## src/rtl/divisor_salida_if.sv

```systemverilog
// Bundle from the last division stage plus the result valid/ready stream.
// The divider output stage uses the slave modport; the producer and consumer use the master modport.
interface divisor_salida_if #(
    parameter int DVW = 16,
    parameter int DDW = 32,
    parameter int QW  = 32
);
    logic           goIn;
    logic [DVW-1:0] divisorIn;
    logic [DDW-1:0] dividendIn;
    logic [QW-1:0]  quotientIn;
    logic           negDivisorIn;
    logic           negDividendIn;
    logic           DivisorNoCeroIn;
    logic           readyIn;
    logic           validOut;
    logic [QW-1:0]  quotientOut;
    logic [DVW-1:0] remainderOut;
    logic           errOut;

    modport master (
        output goIn, divisorIn, dividendIn, quotientIn,
               negDivisorIn, negDividendIn, DivisorNoCeroIn, readyIn,
        input  validOut, quotientOut, remainderOut, errOut
    );

    modport slave (
        input  goIn, divisorIn, dividendIn, quotientIn,
               negDivisorIn, negDividendIn, DivisorNoCeroIn, readyIn,
        output validOut, quotientOut, remainderOut, errOut
    );
endinterface

```

## src/rtl/divisor_salida.sv

```systemverilog
// Divider output stage: sign correction, divide-by-zero handling and a drain FIFO.
// Signed correction is enabled by defining DIV_SALIDA_SIGNO_EN; otherwise the results pass through unsigned.
module divisor_salida #(
    parameter int DVW   = 16,
    parameter int DDW   = 32,
    parameter int QW    = 32,
    parameter int DEPTH = 4
) (
    input  logic                       clk,
    input  logic                       reset,
    divisor_salida_if.slave            bus,
    input  logic                       clrOverflow,
    output logic                       full,
    output logic [$clog2(DEPTH):0]     count,
    output logic                       overflow
);
    localparam int PW = $clog2(DEPTH);
    localparam int CW = PW + 1;

    logic [QW-1:0]  mem_q [DEPTH];
    logic [DVW-1:0] mem_r [DEPTH];
    logic           mem_err [DEPTH];
    logic [PW-1:0]  wr_ptr;
    logic [PW-1:0]  rd_ptr;
    logic [CW-1:0]  count_r;
    logic           overflow_r;

    logic [QW-1:0]  entry_q;
    logic [DVW-1:0] entry_r;
    logic           entry_err;
    logic           valid;
    logic           is_full;
    logic           push;
    logic           pop;
    logic           drop;

    // The divisor field and the upper dividend bits travel with the bundle but carry no result data.
    logic unused_bits;
    assign unused_bits = ^{bus.divisorIn, bus.dividendIn, bus.negDivisorIn, bus.negDividendIn};

    // A zero divisor overrides every sign rule.
    always_comb begin
        entry_q   = bus.quotientIn;
        entry_r   = bus.dividendIn[DVW-1:0];
        entry_err = 1'b0;
`ifdef DIV_SALIDA_SIGNO_EN
        if (bus.negDividendIn ^ bus.negDivisorIn)
            entry_q = -bus.quotientIn;
        if (bus.negDividendIn)
            entry_r = -bus.dividendIn[DVW-1:0];
`endif
        if (!bus.DivisorNoCeroIn) begin
            entry_q   = '1;
            entry_r   = '0;
            entry_err = 1'b1;
        end
    end

    assign valid   = (count_r != '0);
    assign is_full = (count_r == CW'(DEPTH));
    assign pop     = valid && bus.readyIn;
    assign push    = bus.goIn && (!is_full || pop);
    assign drop    = bus.goIn && is_full && !pop;

    always_ff @(posedge clk or negedge reset) begin
        if (!reset) begin
            for (int i = 0; i < DEPTH; i++) begin
                mem_q[i]   <= '0;
                mem_r[i]   <= '0;
                mem_err[i] <= 1'b0;
            end
            wr_ptr     <= '0;
            rd_ptr     <= '0;
            count_r    <= '0;
            overflow_r <= 1'b0;
        end else begin
            if (push) begin
                mem_q[wr_ptr]   <= entry_q;
                mem_r[wr_ptr]   <= entry_r;
                mem_err[wr_ptr] <= entry_err;
                wr_ptr          <= wr_ptr + 1'b1;
            end
            if (pop)
                rd_ptr <= rd_ptr + 1'b1;
            case ({push, pop})
                2'b10:   count_r <= count_r + 1'b1;
                2'b01:   count_r <= count_r - 1'b1;
                default: count_r <= count_r;
            endcase
            // A drop in the same cycle as a clear must leave the flag set.
            if (drop)
                overflow_r <= 1'b1;
            else if (clrOverflow)
                overflow_r <= 1'b0;
        end
    end

    assign bus.validOut     = valid;
    assign bus.quotientOut  = mem_q[rd_ptr];
    assign bus.remainderOut = mem_r[rd_ptr];
    assign bus.errOut       = mem_err[rd_ptr];
    assign full             = is_full;
    assign count            = count_r;
    assign overflow         = overflow_r;
endmodule
```

## src/flat_wrapper.sv

```systemverilog
// flat-port wrapper written by rule: the top's interface ports become plain ports
module divisor_salida_flat 
#(
    parameter int DVW   = 16,
    parameter int DDW   = 32,
    parameter int QW    = 32,
    parameter int DEPTH = 4
)
  (clk, reset, clrOverflow, full, count, overflow, bus_goIn, bus_divisorIn, bus_dividendIn, bus_quotientIn, bus_negDivisorIn, bus_negDividendIn, bus_DivisorNoCeroIn, bus_readyIn, bus_validOut, bus_quotientOut, bus_remainderOut, bus_errOut);
  divisor_salida_if #(.DVW(DVW), .DDW(DDW), .QW(QW)) bus_i ();
  input  logic clk;
  input  logic reset;
  input  logic clrOverflow;
  output logic full;
  output logic [$clog2(DEPTH):0] count;
  output logic overflow;
  input wire logic [$bits(bus_i.goIn)-1:0] bus_goIn;
  input wire logic [$bits(bus_i.divisorIn)-1:0] bus_divisorIn;
  input wire logic [$bits(bus_i.dividendIn)-1:0] bus_dividendIn;
  input wire logic [$bits(bus_i.quotientIn)-1:0] bus_quotientIn;
  input wire logic [$bits(bus_i.negDivisorIn)-1:0] bus_negDivisorIn;
  input wire logic [$bits(bus_i.negDividendIn)-1:0] bus_negDividendIn;
  input wire logic [$bits(bus_i.DivisorNoCeroIn)-1:0] bus_DivisorNoCeroIn;
  input wire logic [$bits(bus_i.readyIn)-1:0] bus_readyIn;
  output wire logic [$bits(bus_i.validOut)-1:0] bus_validOut;
  output wire logic [$bits(bus_i.quotientOut)-1:0] bus_quotientOut;
  output wire logic [$bits(bus_i.remainderOut)-1:0] bus_remainderOut;
  output wire logic [$bits(bus_i.errOut)-1:0] bus_errOut;
  assign bus_i.goIn = bus_goIn;
  assign bus_i.divisorIn = bus_divisorIn;
  assign bus_i.dividendIn = bus_dividendIn;
  assign bus_i.quotientIn = bus_quotientIn;
  assign bus_i.negDivisorIn = bus_negDivisorIn;
  assign bus_i.negDividendIn = bus_negDividendIn;
  assign bus_i.DivisorNoCeroIn = bus_DivisorNoCeroIn;
  assign bus_i.readyIn = bus_readyIn;
  assign bus_validOut = bus_i.validOut;
  assign bus_quotientOut = bus_i.quotientOut;
  assign bus_remainderOut = bus_i.remainderOut;
  assign bus_errOut = bus_i.errOut;
  divisor_salida #(.DVW(DVW), .DDW(DDW), .QW(QW), .DEPTH(DEPTH)) u_core (.clk(clk), .reset(reset), .bus(bus_i), .clrOverflow(clrOverflow), .full(full), .count(count), .overflow(overflow));
endmodule
```

## config.mk

```make
export PLATFORM = sky130hd
export DESIGN_NAME = divisor_salida_flat
export DESIGN_NICKNAME = d
export VERILOG_FILES = /design/src/rtl/divisor_salida_if.sv /design/src/rtl/divisor_salida.sv /design/src/flat_wrapper.sv
export SDC_FILE = /design/constraint.sdc
export NUM_CORES = 1
export LEC_CHECK = 0
export CAP_MARGIN = 15
export CORE_ASPECT_RATIO = 0.5
export CORE_MARGIN = 2
export CORE_UTILIZATION = 50
export CTS_BUF_LIST = sky130_fd_sc_hd__clkbuf_8
export DETAILED_ROUTE_END_ITERATION = 6
export PLACE_DENSITY = 0.79
export SYNTH_ARGS = -nofsm -noshare
export SYNTH_HDL_FRONTEND = slang
export SYNTH_SLANG_ARGS = --single-unit
```

## constraint.sdc

```tcl
create_clock -name clk -period 2.2 [get_ports clk]
set_input_delay 0.66 -clock clk [delete_from_list [all_inputs] [get_ports clk]]
set_output_delay 0.66 -clock clk [all_outputs]
set_load 0.05 [all_outputs]
```

==> reports/results.ini <==
[outcome]
status=finished, violations left
violations=negative setup slack

[pwr]
leakagePower_nw=4.95
peakVddDrop_mv=0.957
power_density_mw_per_mm2=1720

[sta]
setup_violations=49
rsz0062_at_grt=yes
worstMarginPinSlew_ns=0.486
fin_crit_sh_pct=120
fmax_ghz=0.377
drv_slew=0
finalHoldViolCount=0
slew-limit-headroom_pct=67.7
setup_tns_ns=-19.27
finalWorstSetupSlack_ns=-0.449
clock_skew_ns=0.0134
period_needed_ns=2.65

[synthesis]
ys_seq_area_share_pct=53.4
yosys.area.top_type=dfrtp_1
ys_types=25
avgSynthCellArea_um2=16.6
ys_ff_latch=204
async_reset_ff_share_pct=100
synthTopCellsByArea=dfrtp_1 (53%), mux2_2 (13%), mux2_4 (13%), mux4_2 (12%), nand2b_1 (2.2%)
synth_top_area_share_pct=53.4
ys.flop_type=dfrtp_1
yosys_warnings=0
synth_edf_count=0
synth_cells=576
syn_nets=670
syn-cell-area_mm2=0.00956

[setup_path]
crit_path_start_kind=flip-flop
critPathCaptureType=output port
worstPathMaxFanout=14
worstRegToRegCells=9
cp.required_ns=1.54
critPathKind=flip-flop to output port
arrival_ns=1.99

[clock_tree]
ctsRootBufferMaster=clkbuf_8
numCtsBuffers=30
cts.path.max_buffers=3
insertion_delay_ns=0.54
cts_tree=yes
cts.sinks=204
cts-htree-levels=1
cts_hold_buf=0
clk_pin_slew_ns=0.07

[die]
std_cell_rows=35
dieArea_mm2=0.0203
fp.dieH_um=102
ioPinCount=143
die_w_um=200
core_area_mm2=0.0186
initial_core_util_pct=51.5

[global_routing]
grt_first_pass_wirelength_um=32100
antenna_found_initial=0
grt-ovfl-total=0
grt_pass1_vias=5898
gr-usage-all-layers_pct=20.4
grt_max_degree=56

[routing]
vias_per_cell=5.38
firstDrtPassIters=4
vias=5360
drc=0
wl_per_cell_um=19.7
detail-route-antenna-nets=0
drt_wl_total_um=19700
drtIter0Drc=221

[placement]
dp_slack_ns=-0.409
io_buffer_count=108
hpwl_um=12600
gp_congestion=0.758

[layout]
nFillCells=1371
drive_above_1_share_pct=53.2
nNetsFinal=810
diodes=0
area_growth_pct=24.9

[flow_run]
maxCapViolCount=0

[min_path]
min_path_type=primary input to asynchronous set/reset pin

-- critical path: stages, from the launching register on --
cell and delay, ns:
dfrtp_4 0.49, buf_12 0.20, mux4_2 0.58, buf_6 0.18
-- path summary, 6_finish.rpt --
kind                                  start                  end  slack, ns
min reg2reg                 u_core.mem_r[8]      u_core.mem_r[8]       0.50
max                        u_core.rd_ptr[0]  bus_quotientOut[17]      -0.45
min                                   reset     u_core.mem_r[24]       0.04
min in group clk            u_core.mem_r[8]      u_core.mem_r[8]       0.50
max reg2reg                 u_core.count[1]      u_core.count[2]       0.17
max in group asynchronous             reset      u_core.count[1]       1.55
-- cell type report --
class | count | area, um2 | share of cell area [%]
clock buffer | 39 | 537 | 4.50
multi-input combinational | 328 | 4220 | 35.4
sequential | 204 | 5110 | 42.8
inverter | 6 | 22.5 | 0.189
timing repair buffer | 146 | 1650 | 13.9
tap | 259 | 324 | 2.72
clock inverter | 14 | 60.1 | 0.503
-- timing repair --
action                     4_1_cts  5_1_grt
setup endpoints to repair       52       50
buffers inserted                 4        0
resized for setup               52        0
-- layout by cell type, fill, tap and decap left out, types with 2 or more instances in the layout --
master           synthesis  routed
and2_1                  16      16
buf_12                   0      19
buf_4                    0      23
buf_6                   12      50
clkbuf_8                 0      40
clkdlybuf4s50_1          0      51
clkinv_2                 0       2
dfrtp_1                204     199
dfrtp_2                  0       4
ha_1                     5       4
inv_1                    6      16
mux2_2                 113     113
mux2_4                  80      80
mux4_2                  49      49
nand2_1                  6       6
nand2b_1                33      32
nor2_4                   0       4
o21ai_0                  5       5
o31ai_1                  4       4
xnor2_1                  3       3
xor2_1                   3       3
-- kinds of logic after synthesis --
| kind of cell | share of synthesized area [%] |
|---|---|
| xor+xnor | 0.550 |
| fa+ha+maj | 0.864 |
| simple gates | 4.12 |
| compound gates | 0.668 |
| flops | 53.4 |
| mux | 37.5 |
| buf+inv | 2.85 |
-- synth_stat cells, types with 3 or more instances --
master,number
nor2_2,4
mux4_2,49
buf_2,14
mux2_4,80
clkbuf_1,11
o31ai_1,4
nand2b_1,33
xor2_1,3
inv_1,6
o21ai_0,5
xnor2_1,3
mux2_2,113
nand2_1,6
dfrtp_1,204
ha_1,5
and2_1,16
buf_6,12
-- registers in the layout, summed over array words and instances, names as in the netlist --
register,count
u_core.mem_err,4
u_core.mem_r,64
u_core.mem_q,128
u_core.count,3
u_core.rd_ptr,2
u_core.overflow,1
u_core.wr_ptr,2
-- stage by stage --
step           power [mW]  instances  cell area, um2  hold WS (ns)  utilization [%]
5_1_grt              21.5        996           11900        0.0316             64.3
3_3_place_gp         16.7        939           11100         0.480             59.9
6_report             20.5        996           11900        0.0377             64.3
2_1_floorplan        14.0        576            9590         0.364                -
4_1_cts              20.7        996           11900        0.0165             64.3
3_5_place_dp         17.0        939           11100         0.489             59.9
-- metal layers --
layer | global-route usage [%] | share of wire [%]
met2 | 33.3 | 48
met4 | 4.50 | 1.3
met5 | 0 | 0
met3 | 3.03 | 3.2
met1 | 29.4 | 48
-- power breakdown --
part | internal [mW] | switching (mW)
clock network | 1.58 | 1.45
logic | 5.47 | 5.62
registers | 5.47 | 0.925
total | 12.5 | 7.99
Note: power is estimated with default switching activity, not from simulation.
